**config.mk**
```make
export PLATFORM = sky130hd
export DESIGN_NAME = butterfly_pipe
export DESIGN_NICKNAME = d
export VERILOG_FILES = /design/src/rtl/butterfly_pipe.sv
export SDC_FILE = /design/constraint.sdc
export NUM_CORES = 2
export LEC_CHECK = 0
export ABC_AREA = 1
export BUFFER_PORTS_ARGS = -buffer_cell sky130_fd_sc_hd__buf_2
export CORE_ASPECT_RATIO = 1.75
export CORE_MARGIN = 4
export CORE_UTILIZATION = 66
export DETAILED_ROUTE_END_ITERATION = 8
export PLACE_DENSITY = 0.89
export SYNTH_ARGS = -nofsm -noshare
export SYNTH_HDL_FRONTEND = slang
export SYNTH_SLANG_ARGS = --single-unit
```
**constraint.sdc**
```tcl
create_clock -name clk_i -period 12.3 [get_ports clk_i]
set_clock_uncertainty 0.05 [all_clocks]
set_input_delay 0 -clock clk_i [delete_from_list [all_inputs] [get_ports clk_i]]
set_output_delay 0 -clock clk_i [all_outputs]
set_load 0.01 [all_outputs]
```
**src/rtl/butterfly_pipe.sv**
```systemverilog
// Pipelined radix-2 DIT butterfly with valid/ready flow control.
// a_o = a + W*b, b_o = a - W*b; optional conj(W), /2 scaling, saturation.
//
// Ports:
//   clk_i, rst_i            clock, synchronous active-high reset
//   in_valid_i/in_ready_o   input handshake
//   inv_i, scale_i          per-beat conj(W) select and divide-by-2
//   twid_i, a_i, b_i        twiddle and operands, [0]=Re, [1]=Im
//   out_valid_o/out_ready_i output handshake
//   a_o, b_o                butterfly results
//   ovf_o, clr_ovf_i        sticky saturation flag and its clear
module butterfly_pipe #(
    parameter int DATA_WIDTH = 16,
    parameter int FRAC_BITS  = 15,
    parameter int TWID_WIDTH = FRAC_BITS + 2
) (
    input  logic                       clk_i,
    input  logic                       rst_i,
    input  logic                       in_valid_i,
    output logic                       in_ready_o,
    input  logic                       inv_i,
    input  logic                       scale_i,
    input  logic [1:0][TWID_WIDTH-1:0] twid_i,
    input  logic [1:0][DATA_WIDTH-1:0] a_i,
    input  logic [1:0][DATA_WIDTH-1:0] b_i,
    output logic                       out_valid_o,
    input  logic                       out_ready_i,
    output logic [1:0][DATA_WIDTH-1:0] a_o,
    output logic [1:0][DATA_WIDTH-1:0] b_o,
    output logic                       ovf_o,
    input  logic                       clr_ovf_i
);

    localparam int DW = DATA_WIDTH;
    localparam int TW = TWID_WIDTH;
    localparam int PW = DW + TW;
    localparam int EW = DW + 2;

    localparam logic signed [PW:0]   RND  = (PW+1)'(1) <<< (FRAC_BITS - 1);
    localparam logic signed [EW-1:0] ONE  = EW'(1);
    localparam logic signed [EW-1:0] MAXV = EW'((1 <<< (DW - 1)) - 1);
    localparam logic signed [EW-1:0] MINV = EW'(-(1 <<< (DW - 1)));

    logic stall;
    logic adv;

    // Single global stall: the whole pipe freezes while the output is held.
    assign stall      = out_valid_o & ~out_ready_i;
    assign in_ready_o = ~stall;
    assign adv        = ~stall;

    // Stage 1 registers
    logic                 v1;
    logic                 sc1;
    logic signed [DW-1:0] a1_re, a1_im, b1_re, b1_im;
    logic signed [TW-1:0] w1_re, w1_im;

    always_ff @(posedge clk_i) begin
        if (rst_i) begin
            v1 <= 1'b0;
        end else if (adv) begin
            v1 <= in_valid_i;
        end
    end

    always_ff @(posedge clk_i) begin
        if (adv) begin
            a1_re <= $signed(a_i[0]);
            a1_im <= $signed(a_i[1]);
            b1_re <= $signed(b_i[0]);
            b1_im <= $signed(b_i[1]);
            w1_re <= $signed(twid_i[0]);
            // Inverse transform uses conj(W): flip the imaginary sign here.
            w1_im <= inv_i ? -$signed(twid_i[1]) : $signed(twid_i[1]);
            sc1   <= scale_i;
        end
    end

    // Stage 2: complex rotation b*W, rounded back to data scale
    logic signed [PW:0]   p_re, p_im;
    logic signed [EW-1:0] r_re, r_im;

    assign p_re = b1_re * w1_re - b1_im * w1_im;
    assign p_im = b1_re * w1_im + b1_im * w1_re;
    assign r_re = EW'((p_re + RND) >>> FRAC_BITS);
    assign r_im = EW'((p_im + RND) >>> FRAC_BITS);

    logic                 v2;
    logic                 sc2;
    logic signed [DW-1:0] a2_re, a2_im;
    logic signed [EW-1:0] r2_re, r2_im;

    always_ff @(posedge clk_i) begin
        if (rst_i) begin
            v2 <= 1'b0;
        end else if (adv) begin
            v2 <= v1;
        end
    end

    always_ff @(posedge clk_i) begin
        if (adv) begin
            a2_re <= a1_re;
            a2_im <= a1_im;
            r2_re <= r_re;
            r2_im <= r_im;
            sc2   <= sc1;
        end
    end

    // Stage 3: add/sub, optional halving, saturation. Result MSB = sat flag.
    function automatic logic [DW:0] fin(
        input logic signed [EW-1:0] x,
        input logic                 sc
    );
        logic signed [EW-1:0] y;
        y = sc ? (x + ONE) >>> 1 : x;
        if (y > MAXV) begin
            return {1'b1, DW'(MAXV)};
        end else if (y < MINV) begin
            return {1'b1, DW'(MINV)};
        end
        return {1'b0, DW'(y)};
    endfunction

    logic signed [EW-1:0] s_re, s_im, d_re, d_im;
    logic [DW:0]          fa_re, fa_im, fb_re, fb_im;
    logic                 sat;

    assign s_re  = EW'(a2_re) + r2_re;
    assign s_im  = EW'(a2_im) + r2_im;
    assign d_re  = EW'(a2_re) - r2_re;
    assign d_im  = EW'(a2_im) - r2_im;
    assign fa_re = fin(s_re, sc2);
    assign fa_im = fin(s_im, sc2);
    assign fb_re = fin(d_re, sc2);
    assign fb_im = fin(d_im, sc2);
    assign sat   = fa_re[DW] | fa_im[DW] | fb_re[DW] | fb_im[DW];

    // One-cycle pulse marking a saturating beat just loaded into the output.
    logic sat_p;

    always_ff @(posedge clk_i) begin
        if (rst_i) begin
            out_valid_o <= 1'b0;
            a_o         <= '0;
            b_o         <= '0;
            sat_p       <= 1'b0;
        end else begin
            sat_p <= 1'b0;
            if (adv) begin
                out_valid_o <= v2;
                if (v2) begin
                    a_o[0] <= fa_re[DW-1:0];
                    a_o[1] <= fa_im[DW-1:0];
                    b_o[0] <= fb_re[DW-1:0];
                    b_o[1] <= fb_im[DW-1:0];
                    sat_p  <= sat;
                end
            end
        end
    end

    // Sticky flag; a new saturation wins over a simultaneous clear.
    always_ff @(posedge clk_i) begin
        if (rst_i) begin
            ovf_o <= 1'b0;
        end else if (sat_p) begin
            ovf_o <= 1'b1;
        end else if (clr_ovf_i) begin
            ovf_o <= 1'b0;
        end
    end

endmodule

```
==> run_results.csv <==
group,metric,value,unit
outcome,status,"completed",
finish,regArea,6430,sq um
die,die_height,397,um
sta,relSlewSlack,8.84,%
cts,cts_root_buffer,"clkbuf_16",
cts,clkLatencyLatePin,0.64,ns
worst_hold_path,hold_depth,2,
synth,yosysWarnings,0,
sta,hold_ws,0.0371,ns
cts,htreeDepth,1,
sta,hold_violations,0,
critical_path,crit_type,"reg -> reg",
synth,synth_fp_nets,8683,
synth,ys.flop_type,"edfxtp_1",
synth,synth_cells,6990,
synth,synth-seq-area-share,11.3,%
placement,hpwl,128000,um
sta,timing.final.crit_share,65.1,%
critical_path,critical_path.top_delay_family,"adder cells",
synth,synth_edf_count,168,
critical_path,reg2reg_to,"r2_im[17]$_DFFE_PN_",
drt,vias,46800,
drt,wl_met3,14300,um
cts,cts_tree,"done",
global_route,antenna_found_initial,2,
drt,postRouteAntennaNets,0,
global_route,grt_pass1_vias,53100,
sta,setup_viol,0,
global_route,grt_max_degree,111,
critical_path,path_max_fanout,34,
global_route,grt-ovfl-total,0,
drt,drc,0,
critical_path,start_kind,"register",
finish,fillers,6045,
placement,gp_congestion,0.966,
drt,wl_met1,47200,um
die,die_x,230,um
global_route,grtUsageTotal,37.7,%
die,rows,142,
placement,port_buffers,171,
finish,fin_area,60800,sq um
worst_hold_path,hold_start,"b_i[24]",
drt,drtIter0Drc,3594,
finish,multiInputGateArea,41500,sq um
synth,synth_area_leaders,"fa_1 43%, inv_1 14%, nand2_1 11%, edfxtp_1 8.8%, ha_1 8.2%",
finish,drive_above_1_share,5.92,%
placement,dpl_worst_slack,4.38,ns
synth,yosysTopAreaCellShare,42.6,%
sta,fin_crit,8.00,ns
worst_hold_path,hold_end,"b1_im[8]$_DFFE_PN_",
worst_hold_path,holdCritPathClass,"in -> reg",
finish,fin_nets,8785,
critical_path,required,12.60,ns
finish,syn_to_final_growth,6.47,%
critical_path,endpoint_kind,"register",
job,max_cap_violations,0,
critical_path,reg2regPathDepth,27,
placement,place_area,58700,sq um
drt,wl,167000,um
sta,drv_slew,0,
critical_path,reg2reg_from,"b1_im[0]$_DFFE_PN_",
critical_path,cpMaxStageDelayCell,"fa_1",
synth,ys_seq_elements,237,
sta,setup_tns,0,ns
synth,avgSynthCellArea,8.16,sq um
critical_path,r2r_slack,4.30,ns
cts,cts_buffer_depth,3,
drt,topRoutingLayerUsed,"met4",
drt,avgRoutedWirePerCell,20.2,um
critical_path,slowest_delay,0.59,ns
die,ios,172,
synth,ys_types,51,
synth,synth.cell_area,57100,sq um
cts,cts_sinks,237,
synth,yosysTopAreaCell,"fa_1",
drt,avgViaCountPerCell,5.66,
cts,clk_pin_slew,0.09,ns
sta,rsz0062_at_grt,"no",
cts,cts_resized,0,
cts,post_cts_buffers,0,
synth,synthArstFlopShare,0,%
drt,first_pass_iters,6,
critical_path,path_buf_inv,6,
critical_path,critPathMostFrequentCell,"fa_1",
sta,worst_slack,4.30,ns
global_route,grt_pass1_wl,266000,um
die,dieArea,91400,sq um
die,initial_utilization,66.6,%
sta,worstMarginPinSlew,1.37,ns
die,core,85600,sq um
drt,met2_length,83400,um
critical_path,critical_path_arrival,8.30,ns
cts,cts_buffers,27,
sta,fmax,125,MHz
-- metrics by stage --
stage | instances | utilization, %
final | 8267 | 70.9
after floorplan | 6990 | -
after detailed placement | 8096 | 68.5
after global routing | 8265 | 70.9
after global placement | 8096 | 68.5
after CTS | 8264 | 70.9
-- cell usage in the layout, fill, tap and decap left out, types with 4 or more instances in the layout --
cell type | Yosys | routed
a21o_1 | 10 | 10
a21oi_1 | 169 | 169
a21oi_2 | 8 | 8
a21oi_4 | 4 | 4
a31oi_1 | 9 | 9
and2_1 | 8 | 8
buf_2 | 9 | 171
buf_4 | 12 | 71
clkbuf_16 | 0 | 28
clkinv_4 | 0 | 4
dfxtp_1 | 69 | 69
dlygate4sd3_1 | 0 | 119
edfxtp_1 | 168 | 168
fa_1 | 1213 | 1213
ha_1 | 375 | 375
inv_1 | 2100 | 2099
inv_2 | 8 | 8
nand2_1 | 1630 | 1630
nand2_2 | 37 | 37
nand3_1 | 156 | 156
nand3_2 | 5 | 5
nand4_1 | 52 | 52
nor2_1 | 262 | 261
nor2_2 | 29 | 29
nor2_4 | 4 | 5
nor3_1 | 27 | 27
nor4_1 | 5 | 5
o21a_1 | 5 | 5
o21ai_0 | 135 | 135
o21ai_1 | 4 | 4
o21bai_1 | 11 | 11
o22ai_1 | 13 | 13
o31ai_1 | 6 | 6
or2_2 | 26 | 26
xnor2_1 | 43 | 43
xor2_1 | 85 | 85
-- repair_timing --
action | 4_1_cts | 5_1_grt
endpoints found under the hold margin | 115 | 0
endpoints found under the setup margin | 0 | 0
hold buffers | 119 | 0
-- synth_stat cells (2+ instances only) --
library cell	n
inv_1	2100
nand2_1	1630
fa_1	1213
ha_1	375
nor2_1	262
clkbuf_1	242
a21oi_1	169
edfxtp_1	168
nand3_1	156
o21ai_0	135
xor2_1	85
dfxtp_1	69
nand4_1	52
xnor2_1	43
nand2_2	37
nor2_2	29
nor3_1	27
or2_2	26
buf_1	13
o22ai_1	13
buf_4	12
buf_6	12
o21bai_1	11
a21o_1	10
a31oi_1	9
buf_2	9
a21oi_2	8
and2_1	8
inv_2	8
o31ai_1	6
nand3_2	5
nor4_1	5
o21a_1	5
a21oi_4	4
nor2_4	4
o21ai_1	4
nand2_4	3
nand3b_1	3
o221ai_1	3
a211oi_1	2
clkinv_1	2
nand4_2	2
nor3_2	2
o211ai_1	2
-- cell type report --
cell class | instances | share of cell area, %
multi-input cells | 4355 | 68.3
well taps | 1152 | 2.37
clock buffers | 34 | 1.24
diodes | 3 | 0.0124
clock inverters | 15 | 0.198
inverters | 2110 | 13.0
repair buffers | 361 | 4.25
flip-flops and latches | 237 | 10.6
-- per-layer routing --
metal | vias up | global-route usage [%]
met5 | - | 0
met4 | 0 | 38.4
met3 | 1297 | 7.08
met2 | 2955 | 65.2
met1 | 22400 | 36.4
li1 | 20100 | -
-- state kept, by name (all words and copies together), names as in the netlist, 17 cells and up --
register	flops
w1_im	17
b_o	32
r2_im	18
w1_re	17
r2_re	18
a_o	32
-- kinds of logic after synthesis --
| kind of cell | Yosys count | synth area share, % |
|---|---|---|
| flops | 237 | 11.3 |
| fa+ha+maj | 1588 | 50.8 |
| xor+xnor | 129 | 1.99 |
| simple gates | 2253 | 16.2 |
| buf+inv | 2398 | 16.0 |
| compound gates | 385 | 3.78 |
-- how the worst max path moves through the flow --
stage                             start             endpoint  slack [ns]  cells after the start
detailed placement   b1_im[0]$_DFFE_PN_  r2_im[17]$_DFFE_PN_        4.38                     27
finish               b1_im[0]$_DFFE_PN_  r2_im[17]$_DFFE_PN_        4.30                     27
global route         b1_im[0]$_DFFE_PN_  r2_im[17]$_DFFE_PN_        3.87                     27
CTS                  b1_im[0]$_DFFE_PN_  r2_im[17]$_DFFE_PN_        4.37                     27
global placement     b1_im[0]$_DFFE_PN_  r2_im[17]$_DFFE_PN_        4.60                     27
floorplan           w1_im[16]$_DFFE_PN_  r2_re[15]$_DFFE_PN_        5.15                     29
Power is left out: the tool's default activity adds up to more than one toggle a clock period on the data nets, which glitch-free logic cannot reach.
